[config.mk]
export PLATFORM = sky130hd
export DESIGN_NAME = key_round_scheduler
export DESIGN_NICKNAME = d
export VERILOG_FILES = /design/src/rtl/key_round_scheduler.sv
export SDC_FILE = /design/constraint.sdc
export NUM_CORES = 1
export LEC_CHECK = 0
export BUFFER_PORTS_ARGS = -buffer_cell sky130_fd_sc_hd__buf_2
export CORE_UTILIZATION = 35
export CTS_BUF_LIST = sky130_fd_sc_hd__clkbuf_8
export DETAILED_ROUTE_END_ITERATION = 7
export MAX_ROUTING_LAYER = met4
export PLACE_DENSITY_LB_ADDON = 0.25
export SLEW_MARGIN = 40
export SYNTH_ARGS = -nofsm -noshare
export SYNTH_HDL_FRONTEND = slang
export SYNTH_SLANG_ARGS = --single-unit
export TNS_END_PERCENT = 1
[constraint.sdc]
create_clock -name Clk -period 4 [get_ports Clk]
set_clock_uncertainty 0.15 [all_clocks]
set_input_delay 0.4 -clock Clk [delete_from_list [all_inputs] [get_ports Clk]]
set_output_delay 0.4 -clock Clk [all_outputs]
set_load 0.05 [all_outputs]
[src/rtl/key_round_scheduler.sv]
// key_round_scheduler
//   Generates the 16 per-round C/D halves and the 96-bit round subkey for the
//   128-bit expanded DES datapath. Each round rotates both halves by the doubled
//   DES shift amount: left for encrypt order, right for decrypt order. Rounds
//   are handed out one at a time over a valid/ready handshake.
//
// Ports
//   Clk          clock, rising edge
//   Reset        asynchronous active-high reset
//   C0_in/D0_in  initial key halves, sampled only when Start is accepted
//   Start        request a 16-round schedule (ignored unless idle)
//   Decrypt      schedule order, latched with Start
//   Round_ready  consumer accepts the current round
//   Busy         high from Start acceptance through the Done cycle
//   Round_valid  current round outputs are valid
//   Round_num    current round index 0..15
//   Ci_out/Di_out current rotated halves
//   Subkey       {Ci_out[55:8], Di_out[55:8]}
//   Done         one-cycle pulse after the last round is accepted
module key_round_scheduler #(
   parameter int unsigned HALF_W = 56,
   parameter int unsigned KEY_W  = 96
) (
   input  logic              Clk,
   input  logic              Reset,
   input  logic [HALF_W-1:0] C0_in,
   input  logic [HALF_W-1:0] D0_in,
   input  logic              Start,
   input  logic              Decrypt,
   input  logic              Round_ready,
   output logic              Busy,
   output logic              Round_valid,
   output logic [3:0]        Round_num,
   output logic [HALF_W-1:0] Ci_out,
   output logic [HALF_W-1:0] Di_out,
   output logic [KEY_W-1:0]  Subkey,
   output logic              Done
);

   typedef enum logic [1:0] {StIdle, StRun, StDone} state_e;

   state_e            state_q, state_d;
   logic [HALF_W-1:0] c_q, c_d;
   logic [HALF_W-1:0] d_q, d_d;
   logic [3:0]        round_q, round_d;
   logic              dec_q, dec_d;

   // Shift amount for 1-based schedule index. Decrypt skips the first shift so
   // that its cumulative right rotation mirrors the encrypt sequence backwards.
   function automatic logic [2:0] shift_amt(input logic [4:0] idx, input logic dec);
      logic [2:0] amt;
      if (idx == 5'd1) begin
         amt = dec ? 3'd0 : 3'd2;
      end else if (idx == 5'd2 || idx == 5'd9 || idx == 5'd16) begin
         amt = 3'd2;
      end else begin
         amt = 3'd4;
      end
      return amt;
   endfunction

   // Rotate one half by 0, 2 or 4 positions.
   function automatic logic [HALF_W-1:0] rot(input logic [HALF_W-1:0] x,
                                             input logic [2:0]        amt,
                                             input logic              right);
      logic [HALF_W-1:0] y;
      y = x;
      if (amt == 3'd2) begin
         y = right ? {x[1:0], x[HALF_W-1:2]} : {x[HALF_W-3:0], x[HALF_W-1:HALF_W-2]};
      end else if (amt == 3'd4) begin
         y = right ? {x[3:0], x[HALF_W-1:4]} : {x[HALF_W-5:0], x[HALF_W-1:HALF_W-4]};
      end
      return y;
   endfunction

   logic [4:0] next_idx;
   logic [2:0] run_amt;
   logic [2:0] start_amt;

   assign next_idx  = {1'b0, round_q} + 5'd2;
   assign run_amt   = shift_amt(next_idx, dec_q);
   assign start_amt = shift_amt(5'd1, Decrypt);

   always_comb begin
      state_d = state_q;
      c_d     = c_q;
      d_d     = d_q;
      round_d = round_q;
      dec_d   = dec_q;
      unique case (state_q)
         StIdle: begin
            if (Start) begin
               dec_d   = Decrypt;
               c_d     = rot(C0_in, start_amt, Decrypt);
               d_d     = rot(D0_in, start_amt, Decrypt);
               round_d = 4'd0;
               state_d = StRun;
            end
         end
         StRun: begin
            if (Round_ready) begin
               if (round_q == 4'd15) begin
                  // C/D and round hold their last values through Done and Idle
                  state_d = StDone;
               end else begin
                  round_d = round_q + 4'd1;
                  c_d     = rot(c_q, run_amt, dec_q);
                  d_d     = rot(d_q, run_amt, dec_q);
               end
            end
         end
         StDone: begin
            state_d = StIdle;
         end
         default: begin
            state_d = StIdle;
         end
      endcase
   end

   always_ff @(posedge Clk or posedge Reset) begin
      if (Reset) begin
         state_q <= StIdle;
         c_q     <= '0;
         d_q     <= '0;
         round_q <= 4'd0;
         dec_q   <= 1'b0;
      end else begin
         state_q <= state_d;
         c_q     <= c_d;
         d_q     <= d_d;
         round_q <= round_d;
         dec_q   <= dec_d;
      end
   end

   assign Busy        = (state_q != StIdle);
   assign Round_valid = (state_q == StRun);
   assign Done        = (state_q == StDone);
   assign Round_num   = round_q;
   assign Ci_out      = c_q;
   assign Di_out      = d_q;
   assign Subkey      = {c_q[HALF_W-1:8], d_q[HALF_W-1:8]};

endmodule

==> out/metrics.yaml, run 1 <==
drv_slew: 0
drc: 0
preCtsSetupSlack_ns: 1.15
detail_route.first_pass.iterations: 5
cts_root_buf: "sky130_fd_sc_hd__clkbuf_8"
final-hold-violation-count: 0
finish.net_count: 1470
crit_arrival_ns: 3.06
grt_pass1_wl_um: 59800
drtAntennaViolNets: 0
setup-violations-final: 0
io_buffer_count: 331
min_period_ns: 2.86
vias_per_cell: 6.07
finalHoldWorstSlack_ns: 0.127
synth_edf_count: 0
total_wire_length_um: 38500
fp.dieH_um: 180
cts_tree: "yes"
worstHoldPathType: "in2reg"
setup_total_negative_slack_ns: 0
via_count: 10700
final_layout_size_suffix_gt1_share_pct: 33.6
cts_buffer_count: 17
fillerInstances: 3139
postCtsSetupRepairBufs: 0
wl_per_cell_um: 21.9
synth.yosys.seq_area_share_pct: 26.8
slew_headroom_pct: 48.2
worst-slew-pin-transition_ns: 0.777
clockBufferDepth: 2
rsz_0062_raised_after_global_routing: "no"
worstSetupPathType: "reg2reg"
cts.repair.resized: 0
ctsHtreeMaxLevel: 4
ys.flop_type: "sky130_fd_sc_hd__dfrtp_1"
worst_skew_pair.late_latency_ns: 0.46
gr-usage-all-layers_pct: 23.7
number_of_antenna_violations_at_the_first_check_in_global_routing: 2
die_w_um: 180
synthesis_to_layout_area_growth_pct: 13.2
fin_util_pct: 40.6
final_critical_path_setup_slack_ns: 1.14
synth.avg_cell_area_um2: 9.11
worstSetupStartpointType: "flop"
rrSetupSlack_ns: 1.14
starting_density_pct: 35.9
dp_hpwl_um: 25000
ys_ff_latch: 119
nets_in_the_synthesized_netlist: 1339
post_synth_num_cell_types: 38
max_freq_ghz: 0.350
cts_hold_repair.buffers: 1
cts_sinks: 119
synth.cell_area_mm2: 0.0111
grt_remaining_overflow: 0
boundary_pins: 332
worst_setup_hold_path_clk_slew_ns: 0.08
cp_data_required_time_ns: 4.20
floorplan.die_area_mm2: 0.0324
postSynth.asyncResetShare_pct: 100
yosys_warnings: 0
synth_cells: 1218
critical_path.endpoint_type: "flop"
drv_cap: 0
gpl.final_weighted_congestion: 0.797
path_max_fanout: 43
status: "finished, final reports clean"
fp.coreArea_mm2: 0.0309
period_share_pct: 71.4
drtIter0Drc: 836
number_of_global_route_vias_before_repair: 9880
grt_max_degree: 146
row_count: 64
==> layer usage <==
metal  part of all wire, %  wire length, um  global-route usage, %
met2                    44            16800                   33.3
met1                    49            18800                   34.6
met5                     0                0                      -
met4                   1.8              709                   7.49
met3                   5.8             2250                   3.11
==> worst max-delay path: stages (launching register included) <==
cell                       delay (ns)
sky130_fd_sc_hd__dfrtp_1         0.47
sky130_fd_sc_hd__ha_1            0.35
sky130_fd_sc_hd__mux2i_1         0.17
sky130_fd_sc_hd__o221ai_4        0.62
sky130_fd_sc_hd__buf_4           0.52
sky130_fd_sc_hd__a211oi_1        0.15
sky130_fd_sc_hd__a311oi_1        0.31
==> cells by family (layout without fill, tap and decap cells) <==
family,after synthesis,after routing,share of synthesized area [%]
AO/OA/AOI/OAI,362,362,24.4
XOR/XNOR,2,2,0.158
adder cells (fa/ha/maj),4,4,0.451
buffers and inverters,250,393,13.2
flip-flops,119,119,26.8
multiplexers,230,230,21.4
other,0,2,0
AND/OR/NAND/NOR,251,251,13.6
==> path summary, 6_finish.rpt <==
check | start | end | depth (start not counted)
min reg2reg | state_q[1] | state_q[0] | 1
max | Round_num[1] | Di_out[42] | 6
min in group asynchronous | Reset | Di_out[34] | 3
max in group asynchronous | Reset | Ci_out[27] | 4
max reg2reg | Round_num[1] | Di_out[42] | 6
min | Round_ready | state_q[1] | 3
==> state kept, by name, indices dropped and copies added, names as in the netlist <==
register / count
Di_out: 56
dec_q: 1
state_q: 2
Ci_out: 56
Round_num: 4
==> Yosys cell counts (2+ instances only) <==
cell type	instances	area share, %
sky130_fd_sc_hd__buf_4	102	6.9
sky130_fd_sc_hd__dfrtp_1	119	27
sky130_fd_sc_hd__a21oi_1	66	3.0
sky130_fd_sc_hd__a21boi_0	2	0.14
sky130_fd_sc_hd__clkbuf_1	56	1.9
sky130_fd_sc_hd__nor2_1	9	0.30
sky130_fd_sc_hd__mux2_2	59	6.0
sky130_fd_sc_hd__buf_6	6	0.61
sky130_fd_sc_hd__and4_1	50	3.9
sky130_fd_sc_hd__and2_1	2	0.11
sky130_fd_sc_hd__nor2b_1	12	0.68
sky130_fd_sc_hd__nand3_1	113	5.1
sky130_fd_sc_hd__a211oi_1	62	4.2
sky130_fd_sc_hd__nand2b_1	45	2.5
sky130_fd_sc_hd__buf_1	4	0.14
sky130_fd_sc_hd__a311oi_1	112	8.8
sky130_fd_sc_hd__inv_1	5	0.17
sky130_fd_sc_hd__xnor2_1	2	0.16
sky130_fd_sc_hd__mux2i_1	171	15
sky130_fd_sc_hd__nand2_1	14	0.47
sky130_fd_sc_hd__buf_2	76	3.4
sky130_fd_sc_hd__o31ai_1	112	7.6
sky130_fd_sc_hd__ha_1	4	0.45
==> cell type report <==
class / instances / area (um^2) / share of cell area [%]
sequential: 119 / 2980 / 23.7
tap: 396 / 495 / 3.95
inverter: 6 / 27.5 / 0.219
timing repair buffer: 356 / 1930 / 15.4
clock inverter: 10 / 128 / 1.02
antenna: 2 / 5.00 / 0.0399
clock buffer: 21 / 289 / 2.30
multi-input combinational: 849 / 6700 / 53.4
==> layout by cell type, fill, tap and decap left out, drive strengths merged, types with 2 or more instances in the layout <==
cell type	Yosys	final
o21ai	2	2
dfrtp	119	119
ha	4	4
a21boi	2	2
a21oi	67	67
mux2	59	59
o31ai	112	112
clkinvlp	0	2
xnor2	2	2
clkinv	0	3
nand2b	45	45
nand2	14	14
buf	188	355
and2	2	2
inv	6	8
nor2	9	9
mux2i	171	171
diode	0	2
and4	50	50
a211oi	62	62
nand3	113	113
a311oi	112	112
bufinv	0	3
clkbuf	56	21
nor2b	12	12
==> per-stage QoR <==
step,cell area [um^2],std cells
2_1_floorplan,11100,1218
4_1_cts,12600,1757
5_1_grt,12600,1759
3_3_place_gp,12100,1725
6_report,12600,1759
3_5_place_dp,12100,1725
Power of run 1 is not shown: default switching activity piles up to over one toggle a cycle in this logic, so the estimate is an artifact.
==> run 2: changes to the inputs <==
- clock period: 4 -> 2.65 ns (I/O delays scaled with it)
==> run 2 against run 1 <==
Against the previous run:
- maximum frequency up 17%
- via count about the same
- flip-flop and latch count unchanged
- sequential share of layout area down 0.44 points
- die area unchanged
- cell count up 0.57%
- utilization up 0.77 points
- worst setup slack worse by 0.94 ns
- global-route usage up 0.27 points
- clock-buffer cell count down 2
- wire length about the same
- critical path type unchanged
- critical endpoint is now Ci_out[20]
- largest cell class unchanged
==> out/metrics.yaml, run 2 (synthesis gave the netlist of run 1 again) <==
postCtsSetupRepairBufs: 0
vias_per_cell: 6.04
status: "finished, final reports clean"
max_freq_ghz: 0.408
final_common_cell: "sky130_fd_sc_hd__buf_2"
rrSetupSlack_ns: 0.20
synthesis_to_layout_area_growth_pct: 15.4
number_of_global_route_vias_before_repair: 10100
cts_hold_repair.buffers: 2
cts.repair.resized: 0
clockBufferDepth: 2
grt_max_degree: 123
wl_per_cell_um: 21.8
grt_pass1_wl_um: 60400
starting_density_pct: 35.9
fp.dieH_um: 180
drv_slew: 0
setup_total_negative_slack_ns: 0
dpl_cell_area_mm2: 0.0124
min_period_ns: 2.45
via_count: 10700
critical_path.endpoint_type: "flop"
gr-usage-all-layers_pct: 23.9
period_share_pct: 92.5
finalHoldWorstSlack_ns: 0.0964
ctsHtreeMaxLevel: 4
gpl.final_weighted_congestion: 0.805
floorplan.die_area_mm2: 0.0324
cts_root_buf: "sky130_fd_sc_hd__clkbuf_8"
cts_buffer_count: 17
worst_r2r_startpoint: "Round_num[1]"
fp.coreArea_mm2: 0.0309
boundary_pins: 332
hold_depth: 4
path_max_fanout: 25
drc: 0
hp-start: "Start"
worst_setup_hold_path_clk_slew_ns: 0.08
reg2reg_to: "Ci_out[20]"
setup-violations-final: 0
layout.cell_area.non_filler_mm2: 0.0128
slew_headroom_pct: 44.3
worst_r2r_path_depth: 7
grt_remaining_overflow: 0
final_layout_size_suffix_gt1_share_pct: 34.1
die_w_um: 180
detail_route.first_pass.iterations: 6
worstSetupPathType: "reg2reg"
rsz_0062_raised_after_global_routing: "no"
drtIter0Drc: 832
finish.net_count: 1483
drtAntennaViolNets: 0
num_antenna_cells: 0
cts_tree: "yes"
cp_data_required_time_ns: 2.84
dp_hpwl_um: 25100
fillerInstances: 3122
worstHoldPathType: "in2reg"
cp_cell_sequence: "ha_1 > and2_1 > a21oi_2 > o21a_4 > buf_4 > o31ai_1 > a311oi_1"
final-hold-violation-count: 0
final_cell_mix: "330 x sky130_fd_sc_hd__buf_2, 171 x sky130_fd_sc_hd__mux2i_1, 118 x sky130_fd_sc_hd__dfrtp_1"
worst-slew-pin-transition_ns: 0.836
cts_sinks: 119
worstSetupStartpointType: "flop"
number_of_antenna_violations_at_the_first_check_in_global_routing: 1
slowest_cell_on_crit_path: "sky130_fd_sc_hd__dfrtp_1"
drv_cap: 0
crit_arrival_ns: 2.64
row_count: 64
io_buffer_count: 331
timing.hold.worst_endpoint: "state_q[0]"
total_wire_length_um: 38500
max_stage_delay_ns: 0.46
worst_skew_pair.late_latency_ns: 0.45
run 2: cell count changes in the layout (fill, tap and decap cells not counted), sizes merged:
cell,change
buf,+12
clkbuf,-2
inv,-1
clkinv,+3
diode,-2
dlygate4sd3,+1
bufinv,-2
clkinvlp,+1
run 2: critical path, delay by kind of cell, from the launching register on:
kind | cells | cell delay [ns]
adders and majority gates | 1 | 0.30
and+or+nand+nor | 1 | 0.17
DFF | 1 | 0.46
AOI/OAI and AO/OA | 4 | 0.94
buffers and inverters | 1 | 0.32
run 2: layout make-up:
cell class | instances | area, um^2 | share of cell area [%]
inverters | 6 | 26.3 | 0.205
clock inverters | 11 | 86.3 | 0.675
clock buffers | 19 | 262 | 2.04
repair buffers | 369 | 2240 | 17.5
well taps | 396 | 495 | 3.87
flip-flops and latches | 119 | 2980 | 23.3
multi-input cells | 849 | 6700 | 52.4
run 2: layer usage:
layer  track usage (%)  vias up  share of wire, %
li1                  -     4991                 -
met1              34.7     5214                49
met2              34.3      438                44
met3              3.46       35               5.6
met4              6.70        0               1.4
met5                 -        -                 0
run 2: per-stage QoR:
stage,setup slack [ns],cells,util (%)
2_1_floorplan,0.175,1218,-
3_3_place_gp,0.335,1737,40.2
3_5_place_dp,0.209,1737,40.2
4_1_cts,0.212,1769,41.4
5_1_grt,0.0220,1769,41.4
6_report,0.199,1769,41.4
run 2: worst max path at each step:
stage / from / end / slack, ns / cells after the start
2_1_floorplan: Round_num[1] / Di_out[14] / 0.18 / 9
3_3_place_gp: Round_num[1] / Ci_out[14] / 0.33 / 7
3_5_place_dp: Round_num[1] / Ci_out[20] / 0.21 / 7
4_1_cts: Round_num[1] / Di_out[23] / 0.21 / 6
5_1_grt: Round_num[2] / Di_out[4] / 0.02 / 7
6_report: Round_num[1] / Ci_out[20] / 0.20 / 7
Power of run 2 is left out for the same reason.
==> run 3: changes to the inputs <==
- CORE_ASPECT_RATIO: default -> 1.5
==> run 3 against run 2 <==
Against the previous run:
- die area about the same
- hold slack got worse by 0.014 ns
- global-route usage increased by 1.3 points
- sequential share of layout area decreased by 0.10 points
- design area increased by 0.45%
- register-to-register slack got worse by 0.04 ns
- critical path depth unchanged
- critical path type unchanged
- largest cell class unchanged
==> out/metrics.yaml, run 3 (synthesis gave the netlist of run 1 again) <==
status: "finished, final reports clean"
drtAntennaViolNets: 0
cp_data_required_time_ns: 2.87
wl_per_cell_um: 22.6
floorplan.die_area_mm2: 0.0324
final_critical_path_setup_slack_ns: 0.155
final_common_cell: "sky130_fd_sc_hd__buf_2"
register_area_mm2: 0.00298
worstSetupStartpointType: "flop"
cts_root_buf: "sky130_fd_sc_hd__clkbuf_8"
final_cell_mix: "330 x sky130_fd_sc_hd__buf_2, 171 x sky130_fd_sc_hd__mux2i_1, 118 x sky130_fd_sc_hd__dfrtp_1"
postCtsSetupRepairBufs: 0
final_layout_size_suffix_gt1_share_pct: 34.2
min_period_ns: 2.49
max_stage_delay_ns: 0.46
multi_input_area_mm2: 0.00670
reg2reg_to: "Ci_out[43]"
number_of_antenna_violations_at_the_first_check_in_global_routing: 7
worst_setup_hold_path_clk_slew_ns: 0.08
gr-usage-all-layers_pct: 25.2
drv_cap: 0
total_wire_length_um: 40400
cts_buffer_count: 17
fp.dieH_um: 220
grt_max_degree: 120
cp_cell_sequence: "ha_1 > and2_1 > a21oi_2 > o21a_4 > buf_12 > o31ai_1 > a311oi_1"
critical_path.endpoint_type: "flop"
cp.buffers_inverters: 1
slowest_cell_on_crit_path: "sky130_fd_sc_hd__dfrtp_1"
drtIter0Drc: 689
clockBufferDepth: 2
dp_hpwl_um: 26900
worst_path_dominant_cell_family: "compound AO/OA/AOI/OAI gates"
crit_arrival_ns: 2.72
period_share_pct: 94.1
finalHoldWorstSlack_ns: 0.0826
setup_total_negative_slack_ns: 0
timing.hold.worst_endpoint: "state_q[0]"
fillerInstances: 3153
via_count: 10800
synthesis_to_layout_area_growth_pct: 15.9
detail_route.first_pass.iterations: 5
grt_pass1_wl_um: 61700
number_of_global_route_vias_before_repair: 10600
drc: 0
starting_density_pct: 35.6
rsz_0062_raised_after_global_routing: "no"
worstHoldPathType: "in2reg"
worst_skew_pair.late_latency_ns: 0.48
grt_remaining_overflow: 0
worst-slew-pin-transition_ns: 0.659
cts_tree: "yes"
fp.coreArea_mm2: 0.0311
rrSetupSlack_ns: 0.16
max_freq_ghz: 0.401
preCtsSetupSlack_ns: 0.183
hp-start: "Start"
row_count: 79
path_max_fanout: 102
final-hold-violation-count: 0
gpl.final_weighted_congestion: 0.848
slew_headroom_pct: 56.1
ctsHtreeMaxLevel: 4
worstSetupPathType: "reg2reg"
die_w_um: 147
drv_slew: 0
setup-violations-final: 0
cts_sinks: 119
post-place-cells: 1745
vias_per_cell: 6.06
hold_depth: 4
worst_r2r_startpoint: "Round_num[1]"
finish.net_count: 1482
layoutNonFillerInstCount: 1786
io_buffer_count: 331
boundary_pins: 332
worst_r2r_path_depth: 7
-- run 3: layout make-up --
class	instances	area share (%)
Sequential cell	119	23.2
Inverter	6	0.204
Timing Repair Buffer	368	17.0
Antenna cell	7	0.136
Tap cell	405	3.94
Clock inverter	14	1.42
Multi-Input combinational cell	849	52.2
Clock buffer	18	1.93
-- run 3: worst max-delay path by stage --
stage                 startpoint          to  slack [ns]  depth (start not counted)
floorplan           Round_num[1]  Di_out[14]        0.18                          9
global placement    Round_num[1]  Ci_out[43]        0.24                          7
detailed placement  Round_num[1]  Di_out[17]        0.18                          7
CTS                 Round_num[1]  Di_out[41]        0.12                          7
global route        Round_num[1]  Ci_out[43]       0.006                          7
finish              Round_num[1]  Ci_out[43]        0.16                          7
-- run 3: stage by stage --
| step | util, % | area, um^2 |
|---|---|---|
| after floorplan | - | 11100 |
| after global placement | 39.8 | 12400 |
| after detailed placement | 39.8 | 12400 |
| after CTS | 41.2 | 12800 |
| after global routing | 41.3 | 12900 |
| final | 41.3 | 12900 |
-- run 3: layer usage --
layer / routed length (um) / part of all wire, % / vias up / GRT usage, %
li1: - / - / 5010 / -
met1: 15700 / 39 / 5316 / 27.8
met2: 21100 / 52 / 410 / 43.5
met3: 1900 / 4.7 / 89 / 4.18
met4: 1690 / 4.2 / 0 / 13.4
met5: 0 / 0 / - / -
-- run 3: worst reg2reg max path: stages (launching register included) --
cell	delay, ns
sky130_fd_sc_hd__dfrtp_1	0.46
sky130_fd_sc_hd__ha_1	0.30
sky130_fd_sc_hd__and2_1	0.17
sky130_fd_sc_hd__a21oi_2	0.27
sky130_fd_sc_hd__o21a_4	0.22
sky130_fd_sc_hd__buf_12	0.35
sky130_fd_sc_hd__o31ai_1	0.26
sky130_fd_sc_hd__a311oi_1	0.23
-- run 3: repair_timing --
item | 4_1_cts | 5_1_grt
gates resized for setup | 0 | 1
endpoints found under the hold margin | 19 | 0
setup endpoints to repair | 0 | 7
hold buffers | 2 | 0
Power of run 3 is left out for the same reason.
